==> src/rtl/cs_fifoc2cmd_if.sv <==
// Handshake bundle between the sequencer/FIFO side and cs_fifoc2cmd.
// master: sequencer + FIFO (drives fs, empty, dout); slave: cs_fifoc2cmd.
interface cs_fifoc2cmd_if;
  logic       fs_fifoc2cs;
  logic       fd_fifoc2cs;
  logic       fifoc_empty;
  logic [7:0] fifoc_dout;
  logic       fifoc_rd_en;
  logic [7:0] cmd_kdev;
  logic [7:0] cmd_smpr;
  logic [7:0] cmd_filt;
  logic [7:0] cmd_mix0;
  logic [7:0] cmd_mix1;
  logic [7:0] cmd_reg4;
  logic [7:0] cmd_reg5;
  logic [7:0] cmd_reg6;
  logic [7:0] cmd_reg7;
  logic       err;

  modport master (
    output fs_fifoc2cs, fifoc_empty, fifoc_dout,
    input  fd_fifoc2cs, fifoc_rd_en,
    input  cmd_kdev, cmd_smpr, cmd_filt, cmd_mix0, cmd_mix1,
    input  cmd_reg4, cmd_reg5, cmd_reg6, cmd_reg7, err
  );

  modport slave (
    input  fs_fifoc2cs, fifoc_empty, fifoc_dout,
    output fd_fifoc2cs, fifoc_rd_en,
    output cmd_kdev, cmd_smpr, cmd_filt, cmd_mix0, cmd_mix1,
    output cmd_reg4, cmd_reg5, cmd_reg6, cmd_reg7, err
  );
endinterface

==> src/rtl/cs_fifoc2cmd.sv <==
// Pops one command frame (HEAD0 HEAD1 + 9 body bytes [+ XOR checksum]) from
// FIFO "fifoc" on fs_fifoc2cs, then commits the nine cmd_* bytes atomically.
// Ports: clk, rst (async, active high), io (cs_fifoc2cmd_if.slave):
//   fs_fifoc2cs/fd_fifoc2cs start/done levels, fifoc_* FWFT FIFO read side,
//   cmd_* committed command bytes, err sticky frame error.
// Optional feature: define CS_CMD_CHKSUM_EN to add the checksum byte/state.
module cs_fifoc2cmd #(
  parameter logic [7:0]  HEAD0   = 8'h55,
  parameter logic [7:0]  HEAD1   = 8'hAA,
  parameter logic [15:0] TIMEOUT = 16'd50000
) (
  input logic           clk,
  input logic           rst,
  cs_fifoc2cmd_if.slave io
);

`ifdef CS_CMD_CHKSUM_EN
  typedef enum logic [2:0] {
    S_IDLE, S_HEAD0, S_HEAD1, S_BODY, S_CHKS, S_COMMIT, S_DONE
  } state_t;
`else
  typedef enum logic [2:0] {
    S_IDLE, S_HEAD0, S_HEAD1, S_BODY, S_COMMIT, S_DONE
  } state_t;
`endif

  state_t      state_q;
  logic [3:0]  idx_q;
  logic [7:0]  shadow_q [9];
  logic [7:0]  cmd_q [9];
  logic [15:0] timer_q;
  logic        fd_q;
  logic        err_q;
`ifdef CS_CMD_CHKSUM_EN
  logic [7:0]  chk_q;
`endif

  logic        active;
  logic        take;
  logic [7:0]  byte_i;
  logic [15:0] timer_d;

  // States that read the FIFO.
  always_comb begin
    active = 1'b0;
    unique case (state_q)
      S_HEAD0, S_HEAD1, S_BODY: active = 1'b1;
`ifdef CS_CMD_CHKSUM_EN
      S_CHKS: active = 1'b1;
`endif
      default: active = 1'b0;
    endcase
  end

  assign take    = active && !io.fifoc_empty;
  assign byte_i  = io.fifoc_dout;
  assign timer_d = timer_q + 16'd1;

  always_ff @(posedge clk or posedge rst) begin
    if (rst) begin
      state_q <= S_IDLE;
      idx_q   <= '0;
      timer_q <= '0;
      fd_q    <= 1'b0;
      err_q   <= 1'b0;
`ifdef CS_CMD_CHKSUM_EN
      chk_q   <= '0;
`endif
      for (int i = 0; i < 9; i++) begin
        shadow_q[i] <= '0;
        cmd_q[i]    <= '0;
      end
    end else begin
      unique case (state_q)
        S_IDLE: begin
          if (io.fs_fifoc2cs) begin
            state_q <= S_HEAD0;
            err_q   <= 1'b0;
            idx_q   <= '0;
            timer_q <= '0;
`ifdef CS_CMD_CHKSUM_EN
            chk_q   <= '0;
`endif
          end
        end
        S_COMMIT: begin
          for (int i = 0; i < 9; i++)
            cmd_q[i] <= shadow_q[i];
          state_q <= S_DONE;
          fd_q    <= 1'b1;
        end
        S_DONE: begin
          if (!io.fs_fifoc2cs) begin
            state_q <= S_IDLE;
            fd_q    <= 1'b0;
          end
        end
        default: begin
          // Frame reception; losing fs wins over everything.
          if (!io.fs_fifoc2cs) begin
            state_q <= S_IDLE;
          end else if (take) begin
            timer_q <= '0;
            if (state_q == S_HEAD0) begin
              if (byte_i == HEAD0)
                state_q <= S_HEAD1;
            end else if (state_q == S_HEAD1) begin
              // A repeated HEAD0 may still start a valid frame.
              if (byte_i == HEAD1)
                state_q <= S_BODY;
              else if (byte_i != HEAD0)
                state_q <= S_HEAD0;
            end else if (state_q == S_BODY) begin
              shadow_q[idx_q] <= byte_i;
              idx_q <= idx_q + 4'd1;
`ifdef CS_CMD_CHKSUM_EN
              chk_q <= chk_q ^ byte_i;
              if (idx_q == 4'd8)
                state_q <= S_CHKS;
`else
              if (idx_q == 4'd8)
                state_q <= S_COMMIT;
`endif
            end
`ifdef CS_CMD_CHKSUM_EN
            else begin
              if (byte_i == chk_q) begin
                state_q <= S_COMMIT;
              end else begin
                err_q   <= 1'b1;
                fd_q    <= 1'b1;
                state_q <= S_DONE;
              end
            end
`endif
          end else if (timer_d == TIMEOUT - 16'd1) begin
            timer_q <= timer_d;
            err_q   <= 1'b1;
            fd_q    <= 1'b1;
            state_q <= S_DONE;
          end else begin
            timer_q <= timer_d;
          end
        end
      endcase
    end
  end

  assign io.fifoc_rd_en = take;
  assign io.fd_fifoc2cs = fd_q;
  assign io.err         = err_q;
  assign io.cmd_kdev    = cmd_q[0];
  assign io.cmd_smpr    = cmd_q[1];
  assign io.cmd_filt    = cmd_q[2];
  assign io.cmd_mix0    = cmd_q[3];
  assign io.cmd_mix1    = cmd_q[4];
  assign io.cmd_reg4    = cmd_q[5];
  assign io.cmd_reg5    = cmd_q[6];
  assign io.cmd_reg6    = cmd_q[7];
  assign io.cmd_reg7    = cmd_q[8];

endmodule

==> src/flat_wrapper.sv <==
// flat-port wrapper written by rule: the top's interface ports become plain ports
module cs_fifoc2cmd_flat 
#(
  parameter logic [7:0]  HEAD0   = 8'h55,
  parameter logic [7:0]  HEAD1   = 8'hAA,
  parameter logic [15:0] TIMEOUT = 16'd50000
)
  (clk, rst, io_fs_fifoc2cs, io_fifoc_empty, io_fifoc_dout, io_fd_fifoc2cs, io_fifoc_rd_en, io_cmd_kdev, io_cmd_smpr, io_cmd_filt, io_cmd_mix0, io_cmd_mix1, io_cmd_reg4, io_cmd_reg5, io_cmd_reg6, io_cmd_reg7, io_err);
  cs_fifoc2cmd_if io_i ();
  input logic clk;
  input logic rst;
  input wire logic [$bits(io_i.fs_fifoc2cs)-1:0] io_fs_fifoc2cs;
  input wire logic [$bits(io_i.fifoc_empty)-1:0] io_fifoc_empty;
  input wire logic [$bits(io_i.fifoc_dout)-1:0] io_fifoc_dout;
  output wire logic [$bits(io_i.fd_fifoc2cs)-1:0] io_fd_fifoc2cs;
  output wire logic [$bits(io_i.fifoc_rd_en)-1:0] io_fifoc_rd_en;
  output wire logic [$bits(io_i.cmd_kdev)-1:0] io_cmd_kdev;
  output wire logic [$bits(io_i.cmd_smpr)-1:0] io_cmd_smpr;
  output wire logic [$bits(io_i.cmd_filt)-1:0] io_cmd_filt;
  output wire logic [$bits(io_i.cmd_mix0)-1:0] io_cmd_mix0;
  output wire logic [$bits(io_i.cmd_mix1)-1:0] io_cmd_mix1;
  output wire logic [$bits(io_i.cmd_reg4)-1:0] io_cmd_reg4;
  output wire logic [$bits(io_i.cmd_reg5)-1:0] io_cmd_reg5;
  output wire logic [$bits(io_i.cmd_reg6)-1:0] io_cmd_reg6;
  output wire logic [$bits(io_i.cmd_reg7)-1:0] io_cmd_reg7;
  output wire logic [$bits(io_i.err)-1:0] io_err;
  assign io_i.fs_fifoc2cs = io_fs_fifoc2cs;
  assign io_i.fifoc_empty = io_fifoc_empty;
  assign io_i.fifoc_dout = io_fifoc_dout;
  assign io_fd_fifoc2cs = io_i.fd_fifoc2cs;
  assign io_fifoc_rd_en = io_i.fifoc_rd_en;
  assign io_cmd_kdev = io_i.cmd_kdev;
  assign io_cmd_smpr = io_i.cmd_smpr;
  assign io_cmd_filt = io_i.cmd_filt;
  assign io_cmd_mix0 = io_i.cmd_mix0;
  assign io_cmd_mix1 = io_i.cmd_mix1;
  assign io_cmd_reg4 = io_i.cmd_reg4;
  assign io_cmd_reg5 = io_i.cmd_reg5;
  assign io_cmd_reg6 = io_i.cmd_reg6;
  assign io_cmd_reg7 = io_i.cmd_reg7;
  assign io_err = io_i.err;
  cs_fifoc2cmd #(.HEAD0(HEAD0), .HEAD1(HEAD1), .TIMEOUT(TIMEOUT)) u_core (.clk(clk), .rst(rst), .io(io_i));
endmodule
==> config.mk <==
export PLATFORM = sky130hd
export DESIGN_NAME = cs_fifoc2cmd_flat
export DESIGN_NICKNAME = d
export VERILOG_FILES = /design/src/rtl/cs_fifoc2cmd_if.sv /design/src/rtl/cs_fifoc2cmd.sv /design/src/flat_wrapper.sv
export SDC_FILE = /design/constraint.sdc
export NUM_CORES = 1
export LEC_CHECK = 0
export CORE_MARGIN = 4
export CORE_UTILIZATION = 55
export CTS_CLUSTER_DIAMETER = 50
export DETAILED_ROUTE_END_ITERATION = 12
export PLACE_DENSITY_LB_ADDON = 0.08
export SLEW_MARGIN = 10
export SYNTH_ARGS = -nofsm -noshare
export SYNTH_HDL_FRONTEND = slang
export SYNTH_SLANG_ARGS = --single-unit
export TNS_END_PERCENT = 1
==> constraint.sdc <==
create_clock -name clk -period 7.4 [get_ports clk]
set_input_delay 1.48 -clock clk [delete_from_list [all_inputs] [get_ports clk]]
set_output_delay 1.48 -clock clk [all_outputs]
set_load 0.02 [all_outputs]
==> reports/metrics.yaml, run 1 <==
postSynthCellCount: 516
yosysUniqueCellTypes: 54
clock_path_buffers: 2
synth_xor_area_frac: 0.01109
ys_seq_area_frac: 0.5948
worst_pin_slew_ps: 1038
grt_busiest_layer: "met2"
whs_ps: 497.9
ctsResizeCount: 0
grt_pass1_wl_microns: 23700
synth-adder-area-share: 0.01056
num-fill-cells: 907
detail_route.vias_per_cell: 5.580
design.die.area_sq_um: 14810
grt_pass1_vias: 4580
ys_warn_count: 0
irDropWorstVdd_v: 0.0002052
cts_buffers: 17
maxSlewHeadroom: 0.3081
grtUsageMet3: 0.05060
synth.area.mux_share: 0.2295
io_buffer_count: 86
finalHoldViolCount: 0
final_cell_mix: "dfrtp_1, mux2_2, clkdlybuf4s50_1"
synth_flop_cell: "dfrtp_1"
use_met2: 0.3351
async_flop_share: 1.000
cts_tree: "done"
cp.arrival_ps: 3270
overflow: 0
grt_util_met1: 0.2842
clkTransAtPathRegs_ps: 60
routed_wl_microns: 14770
place_congestion: 0.7596
postCtsHoldBufs: 0
antenna_left: 0
top_register: "u_core.shadow_q"
fin_tns_setup_ps: 0
vias: 4375
criticalPathCategory: "in2out"
synth_compound_area_frac: 0.04417
drt-initial-drc-count: 292
dp.cells: 752
post-route-period-util: 0.6420
clk_latency_ps: 420
finClkSkew_ps: 7.246
ff2ff_setup_slack_ps: 5060
path_max_fanout: 8
start_util: 0.5635
syn_to_final_growth_pct: 23.23
start_kind: "input pin"
antenna_found_initial: 0
grt_usage: 0.2094
p_per_area_nw_per_um2: 347.6
wl_per_cell_microns: 18.84
slew_viol_final: 0
yosys.area_share.simple: 0.08587
status: "finished clean"
syn_area_sq_um: 7111
max_freq_mhz: 210.5
fin_nets: 617
cts_root_buf: "clkbuf_16"
largest_register_ffs: 72
postCtsSetupBuffers: 0
firstDrtPassIters: 4
p_leak_uw: 0.004082
cap_violations: 0
dieWidth_microns: 121.7
top_regs: "u_core.shadow_q x72, u_core.timer_q x16"
synth_nets: 534
hpwl_microns: 9402
required_ps: 5920
grt_max_degree: 119
fp-row-count: 41
cts_sinks: 169
synth_edf_count: 0
drive_above_1_share: 0.3235
drc: 0
htreeDepth: 4
ios: 87
core_region_area_sq_um: 12620
fin_cells: 784
synth_top_family_by_area: "multiplexers"
period_needed_ps: 4751
syn_area_per_cell_sq_um: 13.78
finalSetupViolations: 0
hp-class: "reg2reg"
diodes: 0
grt_setup_unrepaired: "false"
mostFrequentLayoutCell: "dfrtp_1"
chipHeight_microns: 121.7
ys_seq_elements: 169
crit_path_end_kind: "output pin"
## where the power goes
part	switching (uW)	internal (uW)	total [uW]	leakage, uW
Sequential	133	1130	1270	0.00229
Clock	353	677	1030	0.000339
Combinational	359	388	747	0.00145
## routing by layer
layer / vias up / share of wire
li1: 2004 / -
met1: 2249 / 0.45
met2: 107 / 0.49
met3: 15 / 0.047
met4: 0 / 0.012
met5: - / 0
## stage by stage
step / total power, uW / utilization / setup WS (ps) / instance area, sq um
after global placement: 2006 / 0.6397 / 2716 / 8073
after global routing: 3183 / 0.6943 / 2550 / 8762
after floorplan: 1715 / - / 1345 / 7111
after CTS: 3072 / 0.6943 / 2657 / 8762
after detailed placement: 2038 / 0.6397 / 2670 / 8073
final: 3046 / 0.6943 / 2649 / 8762
## worst max-delay path, stage by stage
cell and delay (ps):
clkdlybuf4s50_1 530, nor3_1 540, clkdlybuf4s50_1 710
## logic make-up (layout without fill, tap and decap cells)
family                     count (synthesis)  in the layout
xor gates and xnor gates                   9              9
AOI/OAI and AO/OA                         51             51
buffers and inverters                     32            128
adders and majority gates                  6              6
and+or+nand+nor                          104            104
muxes                                    145            145
DFF                                      169            169
## synthesized netlist by cell type, types with 2 or more instances
master     instances  share of area
clkbuf_1          11         0.0058
ha_1               6          0.011
nand3_1           17          0.012
nand2_1           23          0.012
nor2_2             2         0.0018
nand2b_1           2         0.0018
mux2_2           144           0.23
xor2_1             6         0.0074
nor2_1            20          0.011
buf_2              9         0.0063
nor3_4             2         0.0046
xnor2_1            3         0.0037
nor3_1             5         0.0035
nand2_2            6         0.0053
inv_1              8         0.0042
buf_6              2         0.0032
nand4_1            3         0.0026
o41ai_1            2         0.0025
and3_1             3         0.0026
o21ai_0           23          0.016
a211oi_1           2         0.0021
a21oi_1            9         0.0063
nand4bb_1          2         0.0032
o31ai_1            4         0.0042
a31oi_1            3         0.0026
nor4_2             2         0.0035
nor2b_1            2         0.0018
dfrtp_1          169           0.59
## final cells by class
type / count / area, sq um / area share
Timing Repair Buffer: 88 / 875.8 / 0.09996
Multi-Input combinational cell: 315 / 2718 / 0.3102
Inverter: 8 / 35.03 / 0.003998
Tap cell: 172 / 215.2 / 0.02456
Sequential cell: 169 / 4229 / 0.4827
Clock inverter: 12 / 242.7 / 0.02770
Clock buffer: 20 / 446.7 / 0.05098
## worst paths after layout
kind / from / endpoint / cells after the start
setup / recovery: io_fifoc_empty / io_fifoc_rd_en / 3
hold / removal: u_core.shadow_q[3] / u_core.io.cmd_reg7[3] / 1
setup reg to reg: u_core.timer_q[0] / u_core.state_q[1] / 8
hold reg to reg: u_core.shadow_q[3] / u_core.io.cmd_reg7[3] / 1
max in group asynchronous: rst / u_core.shadow_q[68] / 3
min in group asynchronous: rst / u_core.shadow_q[19] / 2
Power figures use the tool's default switching activity.
==> run 2: changes to the inputs <==
==> constraint.sdc (replaced) <==
create_clock -name clk -period 4.49 [get_ports clk]
set_input_delay 0.898 -clock clk [delete_from_list [all_inputs] [get_ports clk]]
set_output_delay 0.898 -clock clk [all_outputs]
set_load 0.02 [all_outputs]
==> run 2 against run 1 <==
Effect of this change:
- combinational power grew 66%
- sequential share of layout area up 0.33 points
- clock power increased by 39%
- clock skew is 1.6 ps higher
- register-to-register slack worse by 3000 ps
- first-iteration DRC count grew 40%
- utilization down 0.48 points
- power increased by 57%
- clock-buffer cell count fell by 2
- global-route usage grew 0.89 points
- die area unchanged
- largest cell class unchanged
- highest routed layer unchanged
==> reports/metrics.yaml, run 2 (synthesized netlist as in run 1, its figures left out) <==
top_register: "u_core.shadow_q"
cp_common_cell: "clkdlybuf4s50_1"
post-route-period-util: 0.8103
cap_violations: 0  # unchanged
max_freq_mhz: 274.9
r2r_cells: 8  # unchanged
whs_ps: 503.1  # +5.192 ps
chipHeight_microns: 121.7  # unchanged
antenna_left: 0  # unchanged
drive_above_1_share: 0.3295  # +0.006016
ctsResizeCount: 0  # unchanged
clkTransAtPathRegs_ps: 60  # about the same
required_ps: 3590  # -2330 ps
clk_latency_ps: 430  # about the same
maxSlewHeadroom: 0.4429  # +0.1347
grt_pass1_vias: 4653  # +1.6%
mostFrequentLayoutCell: "dfrtp_1"
grt_setup_unrepaired: "false"
switching_power_uw: 1432  # +69%
start_util: 0.5635  # unchanged
pwr-share-comb: 0.261  # +0.016
postCtsSetupBuffers: 0  # unchanged
fin_nets: 621  # +0.65%
diodes: 0  # unchanged
fin_cells: 788  # +0.51%
period_needed_ps: 3638
htreeDepth: 4  # unchanged
ff_latch_area_sq_um: 4229  # unchanged
p_clk_frac: 0.300  # -0.038
overflow: 0  # unchanged
worst_pin_slew_ps: 833.7  # -204.1 ps
multiInputGateArea_sq_um: 2718  # unchanged
post-route-util: 0.6896  # -0.004759
irDropWorstVdd_v: 0.0003206  # +56%
pre_cts_ws_ps: 901.4  # -1768 ps
drt-initial-drc-count: 408  # +40%
criticalPathCategory: "in2out"
ff2ff_setup_slack_ps: 2080  # -2980 ps
crit_buf_inv: 2  # unchanged
slew_viol_final: 0  # unchanged
swShare: 0.3002  # +0.02243
design.die.area_sq_um: 14810  # unchanged
grt_pass1_wl_microns: 24580  # +3.7%
drc: 0  # unchanged
vias: 4446  # +1.6%
grtUsageMet3: 0.05246  # +0.001857
grt_util_met1: 0.2979  # +0.01364
antenna_found_initial: 0  # unchanged
cts_buffers: 17  # unchanged
p_leak_uw: 0.004048  # -0.83%
place_congestion: 0.8152  # +7.3%
slowest_delay_ps: 730  # +20 ps
ios: 87  # unchanged
use_met2: 0.3461  # +0.01105
cts_tree: "done"
grt_busiest_layer: "met2"
largest_register_ffs: 72  # unchanged
finalSetupViolations: 0  # unchanged
syn_to_final_growth_pct: 22.38
grt_max_degree: 93  # -22%
num-fill-cells: 934  # +3.0%
wl_per_cell_microns: 19.14  # +1.6%
path_max_fanout: 8  # unchanged
clock_path_buffers: 2  # unchanged
layout_setup_ws_ps: 851.7  # -1797 ps
routed_wl_microns: 15080  # +2.1%
top_regs: "u_core.shadow_q x72, u_core.timer_q x16"
cpLargestDelayFamily: "buffers and inverters"
core_region_area_sq_um: 12620  # unchanged
crit_path_end_kind: "output pin"
finalHoldViolCount: 0  # unchanged
hp-class: "reg2reg"
crit_chain: "clkdlybuf4s50_1, nor3_1, clkdlybuf4s50_1"
grt_usage: 0.2184  # +0.008930
fin_tns_setup_ps: 0  # unchanged
status: "finished clean"
firstDrtPassIters: 4  # unchanged
critical-path-slowest-cell: "clkdlybuf4s50_1"
io_buffer_count: 86  # unchanged
hpwl_microns: 9612  # +2.2%
p_per_area_nw_per_um2: 548.3  # +58%
hold-path-cell-count: 1  # unchanged
detail_route.vias_per_cell: 5.642  # +1.1%
pwr-share-seq: 0.439  # +0.023
cts_sinks: 169  # unchanged
start_kind: "input pin"
fp-row-count: 41  # unchanged
finClkSkew_ps: 8.820  # +1.574 ps
final_cell_mix: "dfrtp_1, mux2_2, clkdlybuf4s50_1"
dp.cells: 756  # +0.53%
cts_root_buf: "clkbuf_16"
dieWidth_microns: 121.7  # unchanged
p_int_uw: 3339  # +52%
cp.arrival_ps: 2740  # -530 ps
path_depth: 3  # unchanged
postCtsHoldBufs: 0  # unchanged
-- run 2: cell count changes in the layout (fill, tap and decap cells not counted), sizes merged --
cell      previous run  this run
clkinv               3         6
inv                 10        11
clkbuf              20        18
buf                  2         6
clkinvlp             0         3
bufinv               7         2
-- run 2: area by class of cell --
cell class	instances	area share
Clock inverter	14	0.01682
Multi-Input combinational cell	315	0.3123
Tap cell	172	0.02473
Inverter	8	0.003882
Timing Repair Buffer	92	0.1070
Clock buffer	18	0.04932
Sequential cell	169	0.4860
-- run 2: metal layers --
| layer | up-vias | share of wire |
|---|---|---|
| met4 | 0 | 0.012 |
| met2 | 112 | 0.49 |
| met1 | 2293 | 0.46 |
| li1 | 2024 | - |
| met3 | 17 | 0.045 |
| met5 | - | 0 |
-- run 2: power groups by stage --
stage               sequential [uW]  combinational [uW]  clock (uW)
floorplan                      2260                 567           0
global placement               2100                1220           0
detailed placement             2120                1250           0
CTS                            2090                1260        1460
global route                   2140                1340        1530
finish                         2090                1240        1430
-- run 2: final timing paths --
path	start	to
max	io_fifoc_empty	io_fifoc_rd_en
min	u_core.shadow_q[24]	u_core.shadow_q[24]
max reg2reg	u_core.timer_q[0]	u_core.state_q[1]
min reg2reg	u_core.shadow_q[24]	u_core.shadow_q[24]
max in group asynchronous	rst	u_core.shadow_q[69]
min in group asynchronous	rst	u_core.io.cmd_filt[3]
-- run 2: worst reg2reg max path: stages, from the launching register on --
cell	delay [ps]
dfrtp_1	430
ha_1	300
and2_1	240
or3_1	330
nand2_1	80
a31oi_1	140
nor4_2	380
o21ai_1	120
a31o_1	260
-- run 2: through the flow --
step	power, uW	area [sq um]
finish	4771	8702
global route	5007	8702
CTS	4811	8702
detailed placement	3370	8127
global placement	3316	8127
floorplan	2827	7114
